## config.mk

```make
export PLATFORM = sky130hd
export DESIGN_NAME = branch_resolve_queue_flat
export DESIGN_NICKNAME = d
export VERILOG_FILES = /design/src/rtl/branch_resolve_queue_if.sv /design/src/rtl/branch_resolve_queue.sv /design/src/flat_wrapper.sv
export SDC_FILE = /design/constraint.sdc
export NUM_CORES = 1
export LEC_CHECK = 0
export BUFFER_PORTS_ARGS = -buffer_cell sky130_fd_sc_hd__buf_2
export CORE_ASPECT_RATIO = 1.5
export CORE_MARGIN = 3
export CORE_UTILIZATION = 35
export DETAILED_ROUTE_END_ITERATION = 7
export PLACE_DENSITY = 0.56
export SLEW_MARGIN = 20
export SYNTH_ARGS = -nofsm -noshare
export SYNTH_HDL_FRONTEND = slang
export SYNTH_SLANG_ARGS = --single-unit
```

## constraint.sdc

```tcl
create_clock -name clk -period 4.42 [get_ports clk]
set_input_delay 0.221 -clock clk [delete_from_list [all_inputs] [get_ports clk]]
set_output_delay 0.221 -clock clk [all_outputs]
set_load 0.02 [all_outputs]
```

## src/rtl/branch_resolve_queue_if.sv

```systemverilog
// branch_resolve_queue_if: fetch/execute/predictor-update signals of the branch resolve queue.
// BRQ_STATS_EN adds the resolve/mispredict statistics outputs.
interface branch_resolve_queue_if #(
    parameter int PC_W  = 8,
    parameter int DEPTH = 8
`ifdef BRQ_STATS_EN
    , parameter int CNT_W = 16
`endif
);
    localparam int CW = $clog2(DEPTH) + 1;
    logic            alloc_valid;
    logic [PC_W-1:0] alloc_pc;
    logic            alloc_pred;
    logic            alloc_ready;
    logic            resolve_valid;
    logic            resolve_taken;
    logic            flush;
    logic            upd_valid;
    logic [PC_W-1:0] upd_pc;
    logic            upd_taken;
    logic            mispredict;
    logic [PC_W-1:0] mispredict_pc;
    logic [CW-1:0]   count;
    logic            empty;
    logic            full;
    logic            underflow_err;
`ifdef BRQ_STATS_EN
    logic [CNT_W-1:0] stat_resolved;
    logic [CNT_W-1:0] stat_mispredicted;
`endif
    modport master (
        output alloc_valid, alloc_pc, alloc_pred, resolve_valid, resolve_taken, flush,
        input  alloc_ready, upd_valid, upd_pc, upd_taken, mispredict, mispredict_pc,
               count, empty, full, underflow_err
`ifdef BRQ_STATS_EN
        , input stat_resolved, stat_mispredicted
`endif
    );
    modport slave (
        input  alloc_valid, alloc_pc, alloc_pred, resolve_valid, resolve_taken, flush,
        output alloc_ready, upd_valid, upd_pc, upd_taken, mispredict, mispredict_pc,
               count, empty, full, underflow_err
`ifdef BRQ_STATS_EN
        , output stat_resolved, stat_mispredicted
`endif
    );
endinterface

```

## src/rtl/branch_resolve_queue.sv

```systemverilog
// branch_resolve_queue: in-order queue of predicted branches, resolved oldest-first into
// registered predictor updates; BRQ_STATS_EN adds saturating resolve/mispredict counters.
module branch_resolve_queue #(
    parameter int DEPTH = 8,
    parameter int PC_W  = 8
) (
    input logic clk,
    input logic reset,
    branch_resolve_queue_if.slave bus
);
    localparam int AW = $clog2(DEPTH);
    logic [PC_W-1:0]  r_pc [DEPTH];
    logic [DEPTH-1:0] r_pred;
    logic [AW-1:0]    r_head, r_tail;
    logic [AW:0]      r_count;
    logic             r_upd_valid, r_upd_taken, r_mis, r_uf;
    logic [PC_W-1:0]  r_upd_pc, r_mis_pc;
    logic             w_empty, w_full, w_pop, w_mis, w_push, w_clear;
    assign w_empty = r_count == '0;
    assign w_full  = r_count == (AW+1)'(DEPTH);
    assign w_pop   = bus.resolve_valid & ~w_empty;
    assign w_mis   = w_pop & (bus.resolve_taken != r_pred[r_head]);
    // wrong-path and flushed allocations never enter the queue
    assign w_clear = bus.flush | w_mis;
    assign w_push  = bus.alloc_valid & ~w_full & ~w_clear;
    always_ff @(posedge clk) begin
        if (w_push) begin
            r_pc[r_tail]   <= bus.alloc_pc;
            r_pred[r_tail] <= bus.alloc_pred;
        end
    end
    always_ff @(posedge clk or posedge reset) begin
        if (reset) begin
            r_head      <= '0;
            r_tail      <= '0;
            r_count     <= '0;
            r_upd_valid <= 1'b0;
            r_upd_pc    <= '0;
            r_upd_taken <= 1'b0;
            r_mis       <= 1'b0;
            r_mis_pc    <= '0;
            r_uf        <= 1'b0;
        end else begin
            r_head      <= w_clear ? r_tail : r_head + AW'(w_pop);
            r_tail      <= r_tail + AW'(w_push);
            r_count     <= w_clear ? '0 : r_count + (AW+1)'(w_push) - (AW+1)'(w_pop);
            r_upd_valid <= w_pop;
            r_mis       <= w_mis;
            r_uf        <= r_uf | (bus.resolve_valid & w_empty);
            if (w_pop) begin
                r_upd_pc    <= r_pc[r_head];
                r_upd_taken <= bus.resolve_taken;
            end
            if (w_mis) r_mis_pc <= r_pc[r_head];
        end
    end
    assign bus.alloc_ready   = ~w_full;
    assign bus.empty         = w_empty;
    assign bus.full          = w_full;
    assign bus.count         = r_count;
    assign bus.upd_valid     = r_upd_valid;
    assign bus.upd_pc        = r_upd_pc;
    assign bus.upd_taken     = r_upd_taken;
    assign bus.mispredict    = r_mis;
    assign bus.mispredict_pc = r_mis_pc;
    assign bus.underflow_err = r_uf;
`ifdef BRQ_STATS_EN
    logic [$bits(bus.stat_resolved)-1:0]     r_stat_res;
    logic [$bits(bus.stat_mispredicted)-1:0] r_stat_mis;
    always_ff @(posedge clk or posedge reset) begin
        if (reset) begin
            r_stat_res <= '0;
            r_stat_mis <= '0;
        end else begin
            if (w_pop && !(&r_stat_res)) r_stat_res <= r_stat_res + 1'b1;
            if (w_mis && !(&r_stat_mis)) r_stat_mis <= r_stat_mis + 1'b1;
        end
    end
    assign bus.stat_resolved     = r_stat_res;
    assign bus.stat_mispredicted = r_stat_mis;
`endif
endmodule
```

## src/flat_wrapper.sv

```systemverilog
// flat-port wrapper written by rule: the top's interface ports become plain ports
module branch_resolve_queue_flat 
#(
    parameter int DEPTH = 8,
    parameter int PC_W  = 8
)
  (clk, reset, bus_alloc_valid, bus_alloc_pc, bus_alloc_pred, bus_resolve_valid, bus_resolve_taken, bus_flush, bus_alloc_ready, bus_upd_valid, bus_upd_pc, bus_upd_taken, bus_mispredict, bus_mispredict_pc, bus_count, bus_empty, bus_full, bus_underflow_err);
  branch_resolve_queue_if #(.PC_W(PC_W), .DEPTH(DEPTH)) bus_i ();
  input logic clk;
  input logic reset;
  input wire logic [$bits(bus_i.alloc_valid)-1:0] bus_alloc_valid;
  input wire logic [$bits(bus_i.alloc_pc)-1:0] bus_alloc_pc;
  input wire logic [$bits(bus_i.alloc_pred)-1:0] bus_alloc_pred;
  input wire logic [$bits(bus_i.resolve_valid)-1:0] bus_resolve_valid;
  input wire logic [$bits(bus_i.resolve_taken)-1:0] bus_resolve_taken;
  input wire logic [$bits(bus_i.flush)-1:0] bus_flush;
  output wire logic [$bits(bus_i.alloc_ready)-1:0] bus_alloc_ready;
  output wire logic [$bits(bus_i.upd_valid)-1:0] bus_upd_valid;
  output wire logic [$bits(bus_i.upd_pc)-1:0] bus_upd_pc;
  output wire logic [$bits(bus_i.upd_taken)-1:0] bus_upd_taken;
  output wire logic [$bits(bus_i.mispredict)-1:0] bus_mispredict;
  output wire logic [$bits(bus_i.mispredict_pc)-1:0] bus_mispredict_pc;
  output wire logic [$bits(bus_i.count)-1:0] bus_count;
  output wire logic [$bits(bus_i.empty)-1:0] bus_empty;
  output wire logic [$bits(bus_i.full)-1:0] bus_full;
  output wire logic [$bits(bus_i.underflow_err)-1:0] bus_underflow_err;
  assign bus_i.alloc_valid = bus_alloc_valid;
  assign bus_i.alloc_pc = bus_alloc_pc;
  assign bus_i.alloc_pred = bus_alloc_pred;
  assign bus_i.resolve_valid = bus_resolve_valid;
  assign bus_i.resolve_taken = bus_resolve_taken;
  assign bus_i.flush = bus_flush;
  assign bus_alloc_ready = bus_i.alloc_ready;
  assign bus_upd_valid = bus_i.upd_valid;
  assign bus_upd_pc = bus_i.upd_pc;
  assign bus_upd_taken = bus_i.upd_taken;
  assign bus_mispredict = bus_i.mispredict;
  assign bus_mispredict_pc = bus_i.mispredict_pc;
  assign bus_count = bus_i.count;
  assign bus_empty = bus_i.empty;
  assign bus_full = bus_i.full;
  assign bus_underflow_err = bus_i.underflow_err;
  branch_resolve_queue #(.DEPTH(DEPTH), .PC_W(PC_W)) u_core (.clk(clk), .reset(reset), .bus(bus_i));
endmodule
```

==> results of run 1 <==
-- area by class of cell --
type	count	area [sq um]	area share [%]
Sequential cell	102	2910	60.4
Multi-Input combinational cell	113	1080	22.3
Timing Repair Buffer	53	298	6.17
Clock buffer	12	256	5.32
Tap cell	147	184	3.81
Clock inverter	4	58.8	1.22
Inverter	10	37.5	0.778
-- power by group --
part / internal (uW) / switching (uW) / total [uW]
Clock: 478 / 334 / 812
Combinational: 452 / 555 / 1010
Sequential: 1200 / 142 / 1340
-- repair_timing --
item	in CTS	in global routing
hold buffers	1	0
setup buffers	0	0
endpoints found under the setup margin	0	0
hold endpoints to repair	30	0
-- critical path, cell delays in order (launching register included) --
cell and delay [ns]:
dfrtp_1 0.77, mux2i_1 0.15, mux4_2 0.54, mux2i_4 0.55, nor3_1 0.18, ha_1 0.26, fa_1 0.38, xnor2_1 0.13
nor3_1 0.13
-- final timing paths --
kind                                          start                     endpoint  slack (ns)  cells past startpoint
max                                u_core.r_head[0]          u_core.bus.count[2]        1.24                      8
min                                       bus_flush          u_core.bus.count[3]        0.13                      2
max reg2reg                        u_core.r_head[0]          u_core.bus.count[2]        1.24                      8
min reg2reg                u_core.bus.underflow_err     u_core.bus.underflow_err        0.47                      1
max in group asynchronous                     reset          u_core.bus.count[3]        3.64                      4
min in group asynchronous                     reset  u_core.bus.mispredict_pc[2]        0.49                      4
-- cell families after synthesis --
logic type / share of synthesized area, %
DFF: 71.7
and+or+nand+nor: 5.27
muxes: 14.0
AOI/OAI and AO/OA: 2.46
buffers and inverters: 2.06
adders and majority gates: 3.57
xor gates and xnor gates: 0.863
-- state kept, by name, indices dropped and copies added, names as in the netlist, 3 cells and up --
register                  count
u_core.bus.count              4
u_core.bus.mispredict_pc      8
u_core.bus.upd_pc             8
u_core.r_head                 3
u_core.r_pc                  64
u_core.r_pred                 8
u_core.r_tail                 3
-- per-layer routing --
metal  routed length, um  vias up  global-route usage [%]
met3                 314       10                    3.31
met1                3070     1026                    15.0
met5                   0        -                       0
met4                 110        0                    4.82
li1                    -      984                       -
met2                3840       45                    21.3
-- through the flow --
stage	utilization (%)	cell area (sq um)	hold slack [ns]
floorplan	-	4060	0.292
global placement	40.3	4500	0.318
detailed placement	40.3	4500	0.316
CTS	43.2	4820	0.122
global route	43.2	4820	0.132
finish	43.2	4820	0.130
-- placed cells by master (no fill, tap or decap), drive strengths merged, types with 8 or more instances in the layout --
cell,instances
a21oi,9
buf,52
clkbuf,12
dfrtp,30
edfxtp,72
ha,10
inv,13
mux2i,13
mux4,17
nand2,14
nor2,15
o21ai,8
==> results.tsv, run 1 <==
metric	value	unit
routed length per placed instance	16.6	um
Yosys reg bits	102	
initial antenna violation count	0	
Post-Syn Area	0.00406	sq mm
status	complete, no violations	
Final Cycle Share	72.1	%
Worst Setup Slack, final	1.24	ns
# diodes	0	
max cap viols	0	
die width	94.0	um
routed vias/inst	4.68	
non-filler cells, final	441	
fmax	0.314	GHz
CP endpoint kind	register	
worst-margin pin slew	0.665	ns
grt ovf	0	
VDD IR-drop max	0.000183	V
H-Tree Depth	3	
ANT nets after route	0	
top-area cell type share of the netlist area	53.2	%
synth warn	0	
max_slew headroom	55.6	%
Post-DP HPWL	5090	um
asr flop ratio synth	29.4	%
initial core utilization	36.3	%
count leader, synth	edfxtp_1	
Max Buffers Root-to-Sink	2	
Avg Cell Area, Syn	17.4	sq um
number of fill cells	1032	
worst min path class	input pin to register	
port buffer count	41	
Tmin final	3.18	ns
Vert. Die Dim	138	um
vias in the first global route	2182	
crit path kind	register to register	
Cell Pwr Density	655	mW/mm^2
total CTS buffers	9	
Placer Congestion	0.718	
share of layout cells above drive strength 1	31.3	%
# DRC	0	
largest net degree at the start of global routing	31	
Mapped Nets	259	
clk root buf	clkbuf_16	
Leakage Power	0.00186	uW
Max Slew Vio Count	0	
Final Power	3160	uW
CTS tree	yes	
clock net sink count	102	
Syn Inst Count	233	
CTS resizes	0	
total wire length	7340	um
Pre-Repair DR Iteration Count	4	
num rows	47	
first-pass GRT wire length	11600	um
Total GRT Usage	12.4	%
Final setup viols	0	
die area	0.0130	sq mm
crit path DAT	3.43	ns
CP max FO	23	
Hold Fails Final Rpt	0	
core area	0.0112	sq mm
pre-CTS setup slack	1.16	ns
Seq/Total Area, Yosys	71.7	%
Clock transition at path regs	0.06	ns
CP Launch Type	register	
clock skew	0.00998	ns
Area Overhead vs Synth	18.8	%
Post-synth top cells	72 x edfxtp_1, 30 x dfrtp_1, 17 x mux4_2, 14 x nand2_1, 14 x nor2_1	
fin nets	315	
Worst-Skew Late Latency	0.34	ns
Unique masters post-synth	30	
setup_tns	0	ns
dominant cells by area after synthesis	edfxtp_1 53%, dfrtp_1 18%, mux4_2 9.4%	
Placed Instances	424	
Vias	2065	
EDFF count, synth	72	
Post-synth top flop	edfxtp_1	
I/O pin total	42	
area leader, netlist	edfxtp_1	
RSZ-0062 raised after global routing	false	
Critical Path RT	4.67	ns
DRT iter0 DRCs	108	
Power figures use the tool's default switching activity.
==> inputs of run 2 (changes only) <==
- ABC_AREA: not set -> 1
- clock period: 4.42 -> 3.1 ns (I/O delays scaled with it)
==> results.tsv, run 2 <==
metric	value	unit	change
worst-margin pin slew	0.348	ns	-0.317 ns
routed length per placed instance	15.6	um	-6.0%
port buffer count	41		unchanged
Final Cell Area	0.00500	sq mm	+3.6%
Area Overhead vs Synth	17.6	%	
Max Buffers Root-to-Sink	2		unchanged
EDFF count, synth	72		unchanged
WL met3	339	um	+8.0%
Post-synth top cells	72 x edfxtp_1, 55 x nand2_1, 50 x nor2_1, 35 x o21ai_0, 30 x dfrtp_1		
dpl cell area	0.00467	sq mm	+3.7%
# DRC	0		unchanged
DR WL met2	4680	um	+22%
Post-synth top flop	edfxtp_1		
crit path kind	register to register		
routed vias/inst	4.86		+3.7%
largest net degree at the start of global routing	37		+19%
CTS tree	yes		
Top reg by flops	u_core.r_pc		
DRT iter0 DRCs	100		-7.4%
Syn Inst Count	359		+54%
CP Launch Type	register		
total wire length	8860	um	+21%
synth warn	0		unchanged
VDD IR-drop max	0.000322	V	+76%
non-filler cells, final	567		+29%
area leader, netlist	edfxtp_1		
commonest non-fill, non-tap cell in the layout	edfxtp_1		
WP buf/inv	2		+2
fmax	0.408	GHz	+30%
Unique masters post-synth	29		-3.3%
post-synthesis compound-gate area fraction	8.15	%	+5.7 points
initial antenna violation count	0		unchanged
multiplexer share of the synthesized area	0.706	%	-13 points
Final Power	4780	uW	+51%
Critical Path RT	3.33	ns	-1.34 ns
Final setup viols	0		unchanged
Max Slew Vio Count	0		unchanged
Post-Syn Area	0.00425	sq mm	+4.7%
Final Cycle Share	79.1	%	+7.1 points
Pre-Repair DR Iteration Count	4		unchanged
Seq/Total Area, Yosys	68.5	%	-3.2 points
clock net sink count	102		unchanged
top-area cell type share of the netlist area	50.9	%	-2.4 points
CP endpoint kind	register		
# diodes	0		unchanged
Tmin final	2.45	ns	-0.732 ns
commonest cells after routing, fill and taps aside	72 x edfxtp_1, 55 x nand2_1, 50 x nor2_1		
Hold Fails Final Rpt	0		unchanged
fin nets	438		+39%
CP max FO	17		-26%
I/O pin total	42		unchanged
Avg Cell Area, Syn	11.8	sq um	-32%
Total GRT Usage	14.0	%	+1.5 points
die width	96.0	um	+2.2%
Clock transition at path regs	0.07	ns	about the same
share of layout cells above drive strength 1	20.6	%	-11 points
clk root buf	clkbuf_16		
Vias	2754		+33%
asr flop ratio synth	29.4	%	unchanged
worst min path class	input pin to register		
num rows	48		+2.1%
setup_tns	0	ns	unchanged
dominant cells by area after synthesis	edfxtp_1 51%, dfrtp_1 18%, nand2_1 4.9%		
total CTS buffers	9		unchanged
Yosys reg bits	102		unchanged
max_slew headroom	76.1	%	+20 points
max cap viols	0		unchanged
core area	0.0117	sq mm	+4.8%
status	complete, no violations		
CP delay by family, top	simple AND/OR/NAND/NOR gates		
slowest cell on the critical path	dfrtp_1		
max reg flops	64		unchanged
crit path DAT	2.68	ns	-0.75 ns
Vert. Die Dim	141	um	+2.2%
worst path cell trace	buf_4 -> nand2_1 -> nand3_2 -> nand3_2 -> nand2_1 -> nand2_2 -> nand3_4 -> nand3_4 -> inv_1 -> ha_1 -> fa_1 -> xnor2_1 -> nor2_1		
DRT met1 WL	3670	um	+19%
initial core utilization	36.3	%	-0.046 points
Post-DP HPWL	6140	um	+21%
Mapped Nets	385		+49%
vias in the first global route	2712		+24%
Placer Congestion	0.791		+10%
largest family of logic cells by synthesized area	simple AND/OR/NAND/NOR gates		
H-Tree Depth	3		unchanged
RSZ-0062 raised after global routing	false		
Synth Area in Adders	3.41	%	-0.16 points
first-pass GRT wire length	13900	um	+19%
Cell Pwr Density	955	mW/mm^2	+46%
Leakage Power	0.00207	uW	+11%
top sig layer	met4		
grt ovf	0		unchanged
Placed Instances	550		+30%
ANT nets after route	0		unchanged
Post-Synth XOR/XNOR Area	0.824	%	-0.039 points
slowest stage delay, CP	0.45	ns	-0.32 ns
clock skew	0.00588	ns	-0.00411 ns
Worst-Skew Late Latency	0.34	ns	about the same
count leader, synth	edfxtp_1		
Post-Synth Simple-Gate Area	13.4	%	+8.1 points
die area	0.0135	sq mm	+4.4%
Setup Buffers After CTS	0		unchanged
run 2: changes by cell type in the layout (fill, tap and decap cells not counted), moves of 8 or more:
cell     delta
inv_1      +19
nor2_1     +36
o21ai_0    +27
o22ai_1    +16
nand3_1    +14
a21oi_1     -8
mux2i_1     -9
nand2_1    +41
mux4_2     -17
run 2: final timing paths:
kind                                      start                    to  slack [ns]  cells after the start
setup / recovery               u_core.r_head[0]   u_core.bus.count[2]        0.65                     13
hold / removal                  bus_alloc_pc[6]     u_core.r_pc[7][6]        0.08                      1
setup reg to reg               u_core.r_head[0]   u_core.bus.count[2]        0.65                     13
hold reg to reg            u_core.bus.upd_taken  u_core.bus.upd_taken        0.48                      2
max in group asynchronous                 reset      u_core.r_tail[1]        2.39                      4
min in group asynchronous                 reset  u_core.bus.upd_pc[1]        0.43                      4
run 2: through the flow:
stage | worst slack (ns) | utilization, % | hold WS (ns)
floorplan | 0.619 | - | 0.246
global placement | 0.726 | 39.9 | 0.249
detailed placement | 0.626 | 39.9 | 0.259
CTS | 0.626 | 42.7 | 0.0679
global route | 0.431 | 42.7 | 0.0765
finish | 0.648 | 42.7 | 0.0807
run 2: kinds of logic after synthesis:
family,count (synthesis)
compound gates,62
xor+xnor,4
fa+ha+maj,11
buf+inv,47
flops,102
mux,3
simple gates,130
run 2: worst register-to-register path, cell delays in order, from the launching register on:
cell and delay [ns]:
dfrtp_1 0.45, buf_4 0.22, nand2_1 0.09, nand3_2 0.07
nand3_2 0.09, nand2_1 0.08, nand2_2 0.08, nand3_4 0.20
nand3_4 0.18, inv_1 0.07, ha_1 0.22, fa_1 0.38
xnor2_1 0.15, nor2_1 0.06
run 2: area by class of cell:
type,instances,area [sq um]
clock buffer,9,225
clock inverter,7,97.6
fill,1121,6710
inverter,33,131
multi-input combinational,210,1120
sequential,102,2910
tap,150,188
timing repair buffer,56,320
run 2: power by group:
group          switching [uW]  total, uW  leakage, uW  internal (uW)
combinational            1150       1720     0.000901            574
sequential                155       1870      0.00101           1710
clock                     475       1190     0.000157            711
run 2: per-layer routing:
metal | up-vias | GRT usage [%]
li1 | 1338 | -
met1 | 1335 | 16.2
met2 | 71 | 24.6
met3 | 10 | 2.72
met4 | 0 | 5.70
met5 | - | 0
run 2: timing repair:
action,in CTS,in global routing
gates resized for setup,0,0
hold buffers,1,0
endpoints found under the hold margin,30,0
